==> src/rtl/snn_pkg.sv <==
// Shared types and helpers for the spiking front end (encoder FSM state, counter sizing).
package snn_pkg;

  typedef enum logic [0:0] {
    ENC_IDLE = 1'b0,
    ENC_RUN  = 1'b1
  } enc_state_e;

  // Bits needed to count 0..window inclusive.
  function automatic int step_cnt_w(input int window);
    return $clog2(window + 1);
  endfunction

endpackage

==> src/rtl/spike_encoder_ch.sv <==
// One rate-coding channel: latched intensity, wrapping accumulator, carry-out spike.
// Spike registered one cycle after its tick; no backpressure, load/clear take priority over tick.
module spike_encoder_ch #(
  parameter int DATA_W = 8
) (
  input  logic              clk_i,
  input  logic              rst_ni,
  input  logic              load_i,
  input  logic              clear_i,
  input  logic              tick_i,
  input  logic [DATA_W-1:0] sample_i,
  output logic              axon_o
);

  logic [DATA_W-1:0] sample_q, sample_d;
  logic [DATA_W-1:0] acc_q, acc_d;
  logic              axon_q, axon_d;
  logic [DATA_W:0]   sum;

  // The carry out of the wrapping add is the spike.
  assign sum = {1'b0, acc_q} + {1'b0, sample_q};

  always_comb begin
    sample_d = sample_q;
    acc_d    = acc_q;
    axon_d   = 1'b0;
    if (load_i) sample_d = sample_i;
    if (clear_i) begin
      acc_d = '0;
    end else if (tick_i) begin
      acc_d  = sum[DATA_W-1:0];
      axon_d = sum[DATA_W];
    end
  end

  always_ff @(posedge clk_i or negedge rst_ni) begin
    if (!rst_ni) begin
      sample_q <= '0;
      acc_q    <= '0;
      axon_q   <= 1'b0;
    end else begin
      sample_q <= sample_d;
      acc_q    <= acc_d;
      axon_q   <= axon_d;
    end
  end

  assign axon_o = axon_q;

endmodule

==> src/rtl/spike_encoder.sv <==
// Rate-coding spike source: accepts one sample vector, emits WINDOW ticks of spike trains.
// Axon pulses one cycle after each tick; ready_o low for the whole window (upstream holds).
module spike_encoder
  import snn_pkg::*;
#(
  parameter int NUM_CH = 4,
  parameter int DATA_W = 8,
  parameter int WINDOW = 100
) (
  input  logic                     clk_i,
  input  logic                     rst_ni,
  input  logic [NUM_CH*DATA_W-1:0] sample_i,
  input  logic                     valid_i,
  output logic                     ready_o,
  input  logic                     tick_i,
  output logic [NUM_CH-1:0]        axon_o,
  output logic                     busy_o,
  output logic                     done_o
);

  localparam int CNT_W = step_cnt_w(WINDOW);
  localparam logic [CNT_W-1:0] LAST_CNT = CNT_W'(WINDOW - 1);

  enc_state_e       state_q;
  logic [CNT_W-1:0] cnt_q;
  logic             done_q;
  logic             accept;
  logic             tick_run;

  assign accept   = valid_i && (state_q == ENC_IDLE);
  assign tick_run = tick_i && (state_q == ENC_RUN);

  always_ff @(posedge clk_i or negedge rst_ni) begin
    if (!rst_ni) begin
      state_q <= ENC_IDLE;
      cnt_q   <= '0;
      done_q  <= 1'b0;
    end else begin
      done_q <= 1'b0;
      case (state_q)
        ENC_IDLE: begin
          if (valid_i) begin
            cnt_q   <= '0;
            state_q <= ENC_RUN;
          end
        end
        ENC_RUN: begin
          if (tick_i) begin
            cnt_q <= cnt_q + CNT_W'(1);
            // Window closes on the tick itself so a new sample can land next cycle.
            if (cnt_q == LAST_CNT) begin
              state_q <= ENC_IDLE;
              done_q  <= 1'b1;
            end
          end
        end
        default: state_q <= ENC_IDLE;
      endcase
    end
  end

  assign ready_o = (state_q == ENC_IDLE);
  assign busy_o  = (state_q == ENC_RUN);
  assign done_o  = done_q;

  for (genvar c = 0; c < NUM_CH; c++) begin : g_ch
    spike_encoder_ch #(
      .DATA_W(DATA_W)
    ) u_ch (
      .clk_i   (clk_i),
      .rst_ni  (rst_ni),
      .load_i  (accept),
      .clear_i (accept),
      .tick_i  (tick_run),
      .sample_i(sample_i[c*DATA_W +: DATA_W]),
      .axon_o  (axon_o[c])
    );
  end

endmodule

==> config.mk <==
export PLATFORM = sky130hd
export DESIGN_NAME = spike_encoder
export DESIGN_NICKNAME = d
export VERILOG_FILES = /design/src/rtl/snn_pkg.sv /design/src/rtl/spike_encoder_ch.sv /design/src/rtl/spike_encoder.sv
export SDC_FILE = /design/constraint.sdc
export NUM_CORES = 1
export LEC_CHECK = 0
export CORE_ASPECT_RATIO = 0.6
export CORE_MARGIN = 2
export CORE_UTILIZATION = 35
export DETAILED_ROUTE_END_ITERATION = 7
export GPL_ROUTABILITY_DRIVEN = 0
export SETUP_SLACK_MARGIN = 0.1
export SLEW_MARGIN = 20
export SYNTH_ARGS = -nofsm -noshare
export SYNTH_HDL_FRONTEND = slang
export SYNTH_SLANG_ARGS = --single-unit
==> constraint.sdc <==
create_clock -name clk_i -period 3.6 [get_ports clk_i]
set_input_delay 0.72 -clock clk_i [delete_from_list [all_inputs] [get_ports clk_i]]
set_output_delay 0.72 -clock clk_i [all_outputs]
set_load 0.1 [all_outputs]
==> metrics.md, run 1 <==
| Metric | Value |
|---|---|
| Die X-Extent | 142 um |
| Synth Instances | 421 |
| Post-Syn Nets | 494 |
| PwrDens | 701 nW/um2 |
| Worst-Skew Late Latency | 0.34 ns |
| Post-CTS setup buffer count | 0 |
| Slew of the pin with the lowest slew margin | 0.980 ns |
| Final setup fails | 0 |
| Fin nets | 533 |
| Root Buffer | clkbuf_16 |
| Met1 track demand over resource | 19.5% |
| Layout cells sized above 1 | 5.40% |
| DR iter-0 viols | 147 |
| DRT Wirelength | 8120 um |
| Cell row count | 30 |
| Synth cell types | 32 |
| Worst slew margin | 34.4% |
| Die Y | 86.9 um |
| Routed wire per std cell | 13.4 um |
| Cell taking the most area after synthesis | dfrtp_1 |
| Setup_tns | 0 ns |
| Initial antenna violation count | 0 |
| #FFs+latches synth | 77 |
| Remaining global-route overflow | 0 |
| Layout area overhead | 20.2% |
| Via-per-instance ratio | 4.86 |
| Antenna Nets Post-Route | 0 |
| Synth top area cells | dfrtp_1 (48%), nand2_1 (12%), ha_1 (10%) |
| GRT met2 Usage | 23.0% |
| Largest net degree at the start of global routing | 78 |
| Sequential-to-total area share from yosys stat | 48.1% |
| Average cell area after synthesis | 9.51 um2 |
| Routed vias | 2949 |
| First-pass GRT wire length | 14200 um |
| Commonest non-fill, non-tap cell in the layout | nand2_1 |
| Period minus WS final | 2.71 ns |
| Most frequent cells in the layout | nand2_1 (128), dfrtp_1 (77), clkdlybuf4s50_1 (41) |
| Max Cap Viol | 0 |
| CTS Sinks | 77 |
| Pwr Total | 3370 uW |
| Drt pass-1 iters | 4 |
| Area of the core | 11200 um2 |
| H-tree depth | 3 |
| Max Slew Vio Count | 0 |
| Final hold violation count | 0 |
| RSZ-0062 raised after global routing | no |
| Final Cycle Share | 75.4% |
| IO Port Bufs | 42 |
| PostCTS Resize Cnt | 0 |
| Yosys warning total | 0 |
| Top-area cell type share of the netlist area | 48.1% |
| Primary FF master, synth | dfrtp_1 |
| Number of CTS-inserted buffers | 9 |
| GRT Util Overall | 14.8% |
| Worst Path Required | 2.88 ns |
| Fmax | 369 MHz |
| CP Max Fanout | 6 |
| # IOs | 43 |
| Hold-fix buffers at CTS | 0 |
| Post-DP HPWL | 5350 um |
| Status | finished clean |
| # diodes | 0 |
| Met3 usage | 4.62% |
| CP startpoint kind | register |
| Top Usage Layer GRT | met2 |
| Vias in the first global route | 2993 |
| CTS tree | yes |
| Drc violations | 0 |
| Clock skew | 0.00280 ns |
| Leak | 0.00229 uW |
| Ys async rst share | 100% |
| Reg clk slew, reported paths | 0.05 ns |
| Peak supply drop | 0.257 mV |
| Syn Std Cell Area | 4010 um2 |
| EDFF count, synth | 0 |
| Worst Path Arrival | 1.99 ns |
| Initial Util | 35.7% |
| Crit path kind | register to output pin |
| Worst Setup End Kind | output pin |
| Worst hold path type | register to register |
| Die area | 12300 um2 |
| Clock buffer depth | 2 |
[layer usage]
layer | wire length, um | up-vias
met5 | 0 | -
met3 | 368 | 12
met2 | 3490 | 41
met4 | 129 | 0
met1 | 4130 | 1384
li1 | - | 1512
[worst max-delay path, cell delays in order (launching register included)]
cell,delay (ns)
dfrtp_1,0.43
inv_1,0.10
clkdlybuf4s50_1,1.13
[path summary, 6_finish.rpt]
check	from	to	slack, ns	depth (start not counted)
worst max-delay path	busy_o$_DFF_PN0_	ready_o	0.89	2
worst min-delay path	g_ch[1].u_ch.sample_q[0]$_DFFE_PN0P_	g_ch[1].u_ch.sample_q[0]$_DFFE_PN0P_	0.48	2
worst max register to register	g_ch[0].u_ch.acc_q[0]$_DFFE_PN0P_	g_ch[0].u_ch.acc_q[6]$_DFFE_PN0P_	1.40	7
worst min register to register	g_ch[1].u_ch.sample_q[0]$_DFFE_PN0P_	g_ch[1].u_ch.sample_q[0]$_DFFE_PN0P_	0.48	2
max in group asynchronous	rst_ni	g_ch[3].u_ch.acc_q[2]$_DFFE_PN0P_	2.44	1
min in group asynchronous	rst_ni	g_ch[1].u_ch.sample_q[5]$_DFFE_PN0P_	0.52	1
[cells in the mapped netlist, types with 2 or more instances]
master and instances:
ha_1 33, a21o_1 7, and2_1 4, a211oi_1 7, clkbuf_1 9, o21ai_0 33
buf_4 4, a21oi_2 3, a21oi_1 14, nand2b_1 5, inv_1 3, a31oi_1 3
o21ai_1 10, nand3_1 3, nor3_1 7, o211ai_1 3, nand2_1 128, fa_1 4
o21bai_1 3, nand4_1 2, buf_2 5, dfrtp_1 77, a311o_1 3, xor2_1 16
a22o_1 9, o31ai_1 2, xnor2_1 5, nor2_1 15
[state kept, by name (all words and copies together), names as in the netlist]
| name | cells |
|---|---|
| g_ch.u_ch.acc_q | 32 |
| g_ch.u_ch.sample_q | 32 |
| g_ch.u_ch.axon_o | 4 |
| done_o | 1 |
| busy_o | 1 |
| cnt_q | 7 |
[metrics by stage]
step | setup slack (ns) | hold slack, ns | util, % | cell area, um2 | instances
after floorplan | 1.06 | 0.424 | - | 4010 | 421
after global placement | 1.08 | 0.470 | 40.5 | 4550 | 593
after detailed placement | 1.02 | 0.475 | 40.5 | 4550 | 593
after CTS | 0.877 | 0.489 | 42.9 | 4810 | 607
after global routing | 0.820 | 0.506 | 42.9 | 4810 | 607
final | 0.887 | 0.480 | 42.9 | 4810 | 607
[power by group]
group / total [uW] / switching (uW) / internal [uW]
sequential: 1280 / 167 / 1110
combinational: 1260 / 690 / 573
clock: 831 / 337 / 494
total: 3370 / 1190 / 2180
[cells by family (layout without fill, tap and decap cells)]
kind of cell             Yosys count  after routing  share of synthesized area [%]
AO/OA/AOI/OAI                     99             99                           15.8
XOR/XNOR                          21             21                           4.59
adder cells (fa/ha/maj)           37             37                           12.3
buffers and inverters             21             63                           2.50
flip-flops                        77             77                           48.1
AND/OR/NAND/NOR                  166            166                           16.7
[layout make-up]
type	instances	area [um2]
clock buffer	12	256
multi-input combinational	323	1980
fill	1084	6410
clock inverter	2	10.0
sequential	77	1930
inverter	3	11.3
timing repair buffer	46	448
tap	144	180
(Power assumes the default switching activity.)
==> run 2: changes to the inputs <==
- clock period: 3.6 -> 2.55 ns (I/O delays scaled with it)
==> run 2 against run 1 <==
Effect of this change:
- worst setup slack worse by 0.49 ns
- sequential cell count stayed put
- clock power is 55% higher
- count of clock-buffer cells in the layout stayed put
- sequential share of layout area is 0.67 points lower
- via count is 1.4% higher
- wire length is 3.6% higher
- hold slack worse by 0.32 ns
- global-route usage is 0.46 points higher
- critical path type is now register to register
- critical endpoint is now g_ch[2].u_ch.acc_q[6]$_DFFE_PN0P_
==> metrics.md, run 2 (synthesis gave the netlist of run 1 again) <==
| Metric | Value |
|---|---|
| CP startpoint kind | register (unchanged) |
| Top Usage Layer GRT | met2 (unchanged) |
| Vias in the first global route | 3084 (was 2993) |
| Post-CTS setup buffer count | 0 (unchanged) |
| Cell row count | 30 (unchanged) |
| Worst reg-to-reg setup slack | 0.40 ns (was 1.40 ns) |
| Drc violations | 0 (unchanged) |
| Clock buffer depth | 2 (unchanged) |
| Final Cycle Share | 84.4% |
| Die Y | 86.9 um (unchanged) |
| Worst Path Required | 2.76 ns (was 2.88 ns) |
| Crit path kind | register to register (was register to output pin) |
| Drt pass-1 iters | 4 (unchanged) |
| Via-per-instance ratio | 4.88 (was 4.86) |
| GRT Util Overall | 15.2% (was 14.8%) |
| Met1 track demand over resource | 20.7% (was 19.5%) |
| Setup WS post-layout | 0.398 ns (was 0.887 ns) |
| Clk pwr share | 26.2% (was 24.6%) |
| Area of the core | 11200 um2 (unchanged) |
| Routed wire per std cell | 13.7 um (was 13.4 um) |
| Largest net degree at the start of global routing | 39 (was 78) |
| Post-DP HPWL | 5850 um (was 5350 um) |
| Met3 usage | 4.56% (was 4.62%) |
| Reg clk slew, reported paths | 0.06 ns (was 0.05 ns) |
| Die X-Extent | 142 um (unchanged) |
| First-pass GRT wire length | 14700 um (was 14200 um) |
| Worst-Skew Late Latency | 0.34 ns (about the same) |
| Layout cells sized above 1 | 8.33% (was 5.40%) |
| Die area | 12300 um2 (unchanged) |
| Gate power share | 36.8% (was 37.4%) |
| Worst slew margin | 60.5% (was 34.4%) |
| # diodes | 0 (unchanged) |
| Clock skew | 0.0116 ns (was 0.00280 ns) |
| Most frequent cells in the layout | nand2_1 (128), dfrtp_1 (76), clkdlybuf4s50_1 (34) (was nand2_1 (128), dfrtp_1 (77), clkdlybuf4s50_1 (41)) |
| Hold-fix buffers at CTS | 0 (unchanged) |
| Remaining global-route overflow | 0 (unchanged) |
| Max Slew Vio Count | 0 (unchanged) |
| PwrDens | 1000 nW/um2 (was 701 nW/um2) |
| Biggest regs | g_ch.u_ch.acc_q (32), g_ch.u_ch.sample_q (32), cnt_q (7) (unchanged) |
| Worst hold path type | input port to async pin (was register to register) |
| Status | finished clean (unchanged) |
| Max Cap Viol | 0 (unchanged) |
| PostCTS Resize Cnt | 0 (unchanged) |
| CTS tree | yes (unchanged) |
| Layout area overhead | 22.3% (was 20.2%) |
| Worst Setup End Kind | register (was output pin) |
| RSZ-0062 raised after global routing | no (unchanged) |
| Slew of the pin with the lowest slew margin | 0.593 ns (was 0.980 ns) |
| CP Max Fanout | 3 (was 6) |
| CTS Sinks | 77 (unchanged) |
| IO Port Bufs | 42 (unchanged) |
| Filler cell count | 1050 (was 1084) |
| Leak | 0.00233 uW (was 0.00229 uW) |
| Antenna Nets Post-Route | 0 (unchanged) |
| Fin nets | 536 (was 533) |
| Pre-CTS setup slack | 0.419 ns (was 1.02 ns) |
| Net Sw Frac | 35.0% (was 35.4%) |
| Commonest non-fill, non-tap cell in the layout | nand2_1 (unchanged) |
| Root Buffer | clkbuf_16 (unchanged) |
| Initial antenna violation count | 0 (unchanged) |
| # IOs | 43 (unchanged) |
| H-tree depth | 3 (unchanged) |
| Number of CTS-inserted buffers | 9 (unchanged) |
| Fmax | 465 MHz |
| Pint | 3190 uW (was 2180 uW) |
| DRT Wirelength | 8410 um (was 8120 um) |
| Sequential Power Share | 37.0% (was 38.0%) |
| GRT met2 Usage | 24.1% (was 23.0%) |
| DR iter-0 viols | 100 (was 147) |
| Peak supply drop | 0.372 mV (was 0.257 mV) |
| Period minus WS final | 2.15 ns |
| Initial Util | 35.7% (unchanged) |
| Final hold violation count | 0 (unchanged) |
| Worst Path Arrival | 2.36 ns (was 1.99 ns) |
| Setup_tns | 0 ns (unchanged) |
| Final setup fails | 0 (unchanged) |
| Switch Pwr | 1720 uW (was 1190 uW) |
| Routed vias | 2989 (was 2949) |
## run 2: per-stage QoR
stage	total power (uW)	util (%)	std cells	hold slack [ns]	cell area, um2
floorplan	3220	-	421	0.214	4010
global placement	3550	40.9	596	0.469	4590
detailed placement	3640	40.9	596	0.470	4590
CTS	4960	43.6	612	0.171	4900
global route	5320	43.6	612	0.197	4900
finish	4910	43.6	612	0.156	4900
## run 2: power groups by stage
stage,Sequential [uW],Combinational (uW),Clock [uW]
2_1_floorplan,1770,1450,0
3_3_place_gp,1830,1720,0
3_5_place_dp,1830,1810,0
4_1_cts,1820,1810,1320
5_1_grt,1880,2070,1380
6_report,1820,1810,1290
## run 2: layout make-up
cell class / count / area, um2 / share of cell area [%]
Clock buffer: 12 / 256 / 5.24
Tap cell: 144 / 180 / 3.68
Sequential cell: 77 / 1930 / 39.4
Timing Repair Buffer: 49 / 490 / 10.0
Multi-Input combinational cell: 323 / 1980 / 40.4
Inverter: 3 / 15.0 / 0.307
Clock inverter: 4 / 47.5 / 0.971
## run 2: metal layers
layer,vias to the layer above,part of all wire (%)
li1,1524,-
met1,1404,50
met2,48,44
met3,13,3.9
met4,0,1.2
met5,-,0
## run 2: path summary, 6_finish.rpt
| check | start | to | cells past startpoint |
|---|---|---|---|
| worst max-delay path | g_ch[2].u_ch.acc_q[0]$_DFFE_PN0P_ | g_ch[2].u_ch.acc_q[6]$_DFFE_PN0P_ | 7 |
| worst min-delay path | rst_ni | g_ch[3].u_ch.acc_q[0]$_DFFE_PN0P_ | 1 |
| worst max register to register | g_ch[2].u_ch.acc_q[0]$_DFFE_PN0P_ | g_ch[2].u_ch.acc_q[6]$_DFFE_PN0P_ | 7 |
| worst min register to register | g_ch[0].u_ch.sample_q[6]$_DFFE_PN0P_ | g_ch[0].u_ch.sample_q[6]$_DFFE_PN0P_ | 2 |
| max in group asynchronous | rst_ni | g_ch[2].u_ch.sample_q[3]$_DFFE_PN0P_ | 2 |
| min in group clk_i | g_ch[0].u_ch.sample_q[6]$_DFFE_PN0P_ | g_ch[0].u_ch.sample_q[6]$_DFFE_PN0P_ | 2 |
## run 2: critical path, cell delays in order (launching register included)
cell	delay, ns
dfrtp_1	0.39
ha_1	0.24
fa_1	0.41
a21o_1	0.19
a311o_1	0.36
a21oi_2	0.19
xor2_1	0.17
o21ai_1	0.07
==> run 3: changes to the inputs <==
- clock period: 2.55 -> 1.9 ns (I/O delays scaled with it)
==> run 3 against run 2 <==
Effect of this change:
- the flow now finishes with violations (setup timing)
- hold slack lost 0.14 ns
- critical path depth is the same
- sequential share of layout area shrank 2.2 points
- clock power grew 30%
- wire length grew 2.0%
- clock skew shrank 0.0064 ns
- utilization grew 2.6 points
- die area is the same
- sequential power grew 35%
- via count grew 1.4%
- sequential cell count is the same
- combinational power grew 55%
- critical path type unchanged
==> metrics.md, run 3 (synthesis gave the netlist of run 1 again) <==
| Metric | Value |
|---|---|
| Fin nets | 555 (was 536) |
| Worst hold path type | input port to async pin (unchanged) |
| Clock skew | 0.00520 ns (was 0.0116 ns) |
| Most frequent cells in the layout | nand2_1 (127), dfrtp_1 (75), clkdlybuf4s50_1 (34) (was nand2_1 (128), dfrtp_1 (76), clkdlybuf4s50_1 (34)) |
| Drc violations | 0 (unchanged) |
| Drt pass-1 iters | 4 (unchanged) |
| Worst Path Arrival | 2.18 ns (was 2.36 ns) |
| Vias in the first global route | 3148 (was 3084) |
| Via-per-instance ratio | 4.80 (was 4.88) |
| PwrDens | 1340 nW/um2 (was 1000 nW/um2) |
| Remaining global-route overflow | 0 (unchanged) |
| Fmax | 506 MHz (was 465 MHz) |
| Largest net degree at the start of global routing | 40 (was 39) |
| Layout area overhead | 29.7% (was 22.3%) |
| Worst Path Required | 2.10 ns (was 2.76 ns) |
| Max Cap Viol | 0 (unchanged) |
| Final std cells w/o fill | 631 (was 612) |
| Routed wire per std cell | 13.6 um (was 13.7 um) |
| Die Y | 86.9 um (unchanged) |
| DR iter-0 viols | 85 (was 100) |
| Initial antenna violation count | 0 (unchanged) |
| First-pass GRT wire length | 14700 um (about the same) |
| Cell row count | 30 (unchanged) |
| Die X-Extent | 142 um (unchanged) |
| Area of the core | 11200 um2 (unchanged) |
| GRT Util Overall | 15.5% (was 15.2%) |
| Slew of the pin with the lowest slew margin | 0.509 ns (was 0.593 ns) |
| # diodes | 0 (unchanged) |
| CP Cell Sequence | ha_2 -> fa_2 -> a21o_1 -> a311o_1 -> a21oi_2 -> xor2_1 -> o21ai_1 (was ha_1 -> fa_1 -> a21o_1 -> a311o_1 -> a21oi_2 -> xor2_1 -> o21ai_1) |
| Biggest regs | g_ch.u_ch.acc_q (32), g_ch.u_ch.sample_q (32), cnt_q (7) (unchanged) |
| RSZ-0062 raised after global routing | yes (was no) |
| CP Max Fanout | 2 (was 3) |
| Status | complete, but fails checks (was finished clean) |
| CTS tree | yes (unchanged) |
| Reg clk slew, reported paths | 0.06 ns (about the same) |
| Critical path's slowest cell | dfrtp_1 (was fa_1) |
| Placed cells | 607 (was 596) |
| Final setup fails | 4 (was 0) |
| Root Buffer | clkbuf_16 (unchanged) |
| Routed vias | 3030 (was 2989) |
| Clock buffer depth | 2 (unchanged) |
| CP top delay family | compound AO/OA/AOI/OAI gates (unchanged) |
| Period minus WS final | 1.98 ns (was 2.15 ns) |
| Worst-Skew Late Latency | 0.34 ns (about the same) |
| Hold-fix buffers at CTS | 0 (unchanged) |
| H-tree depth | 3 (unchanged) |
| Worst path bufs/invs | 0 (unchanged) |
| Post-DP HPWL | 5850 um (about the same) |
| Final Cycle Share | 104% (was 84.4%) |
| Worst slew margin | 66.1% (was 60.5%) |
| Filler cell count | 1052 (was 1050) |
| Final hold violation count | 0 (unchanged) |
| Crit-path max cell delay | 0.38 ns (was 0.41 ns) |
| Worst Setup End Kind | register (unchanged) |
| DRT Wirelength | 8580 um (was 8410 um) |
| IO Port Bufs | 42 (unchanged) |
| Die area | 12300 um2 (unchanged) |
| Leak | 0.00245 uW (was 0.00233 uW) |
| Crit path kind | register to register (unchanged) |
| CP startpoint kind | register (unchanged) |
| Layout cells sized above 1 | 18.1% (was 8.33%) |
| Number of CTS-inserted buffers | 9 (unchanged) |
| Peak supply drop | 0.490 mV (was 0.372 mV) |
| Fin util | 46.3% (was 43.6%) |
| # IOs | 43 (unchanged) |
| Max Slew Vio Count | 0 (unchanged) |
| Antenna Nets Post-Route | 0 (unchanged) |
| Violated checks | setup timing |
| Commonest non-fill, non-tap cell in the layout | nand2_1 (unchanged) |
| Initial Util | 35.7% (unchanged) |
| Setup WS post-layout | -0.0764 ns (was 0.398 ns) |
| CTS Sinks | 77 (unchanged) |
-- run 3: cell types whose count changed in the layout (fill, tap and decap cells not counted), moves of 3 or more --
cell / previous run / this run
nand2b_4: 0 / 3
o21ai_2: 0 / 3
fa_1: 4 / 0
a21oi_2: 3 / 10
ha_1: 33 / 27
fa_2: 0 / 4
buf_4: 12 / 31
o21ai_0: 33 / 29
ha_2: 0 / 4
nand2b_1: 5 / 2
a21oi_1: 14 / 7
a211oi_1: 7 / 3
-- run 3: path summary, 6_finish.rpt --
kind / start / to / slack (ns) / cells after the start
min reg2reg: g_ch[0].u_ch.sample_q[7]$_DFFE_PN0P_ / g_ch[0].u_ch.sample_q[7]$_DFFE_PN0P_ / 0.48 / 2
min in group clk_i: g_ch[0].u_ch.sample_q[7]$_DFFE_PN0P_ / g_ch[0].u_ch.sample_q[7]$_DFFE_PN0P_ / 0.48 / 2
min: rst_ni / g_ch[1].u_ch.axon_o$_DFF_PN0_ / 0.02 / 1
max: g_ch[0].u_ch.acc_q[0]$_DFFE_PN0P_ / g_ch[0].u_ch.acc_q[6]$_DFFE_PN0P_ / -0.08 / 7
max reg2reg: g_ch[0].u_ch.acc_q[0]$_DFFE_PN0P_ / g_ch[0].u_ch.acc_q[6]$_DFFE_PN0P_ / -0.08 / 7
max in group asynchronous: rst_ni / g_ch[2].u_ch.acc_q[1]$_DFFE_PN0P_ / 1.24 / 2
-- run 3: where the power goes --
part           switching, uW  total [uW]  leakage (uW)  internal (uW)
Clock                    633        1680      0.000143           1050
Sequential               341        2450      0.000965           2110
Combinational           1470        2800       0.00135           1340
-- run 3: worst register-to-register path, cell delays in order, from the launching register on --
cell	delay [ns]
dfrtp_1	0.38
ha_2	0.20
fa_2	0.34
a21o_1	0.18
a311o_1	0.32
a21oi_2	0.17
xor2_1	0.17
o21ai_1	0.08
-- run 3: cell type report --
| type | instances | area (um2) | share of cell area, % |
|---|---|---|---|
| Multi-Input combinational cell | 323 | 2140 | 41.2 |
| Timing Repair Buffer | 68 | 633 | 12.2 |
| Clock inverter | 4 | 47.5 | 0.915 |
| Tap cell | 144 | 180 | 3.47 |
| Clock buffer | 12 | 246 | 4.74 |
| Sequential cell | 77 | 1930 | 37.2 |
| Inverter | 3 | 15.0 | 0.289 |
-- run 3: what timing repair did --
| item | CTS | global route |
|---|---|---|
| hold endpoints to repair | 0 | 0 |
| setup endpoints to repair | 12 | 17 |
| gates resized for setup | 7 | 23 |
| pin swaps | 16 | 24 |
| setup buffers | 2 | 6 |
-- run 3: metrics by stage --
stage / power (uW) / cell area, um2 / setup TNS, ns / hold slack [ns] / worst slack [ns]
after floorplan: 4330 / 4070 / 0 / 0.0844 / 0.0145
final: 6940 / 5190 / -0.165 / 0.0171 / -0.0764
after global routing: 7510 / 5190 / -0.650 / 0.0611 / -0.145
after detailed placement: 4900 / 4700 / -0.198 / 0.393 / -0.0892
after CTS: 6700 / 5040 / -0.178 / 0.0250 / -0.0784
after global placement: 4820 / 4700 / -0.0672 / 0.388 / -0.0406
-- run 3: routing by layer --
metal | up-vias | share of wire, % | global-route usage [%]
met1 | 1422 | 50 | 20.4
met4 | 0 | 1.3 | 4.91
li1 | 1561 | - | -
met2 | 36 | 44 | 24.1
met3 | 11 | 3.8 | 5.33
met5 | - | 0 | 0
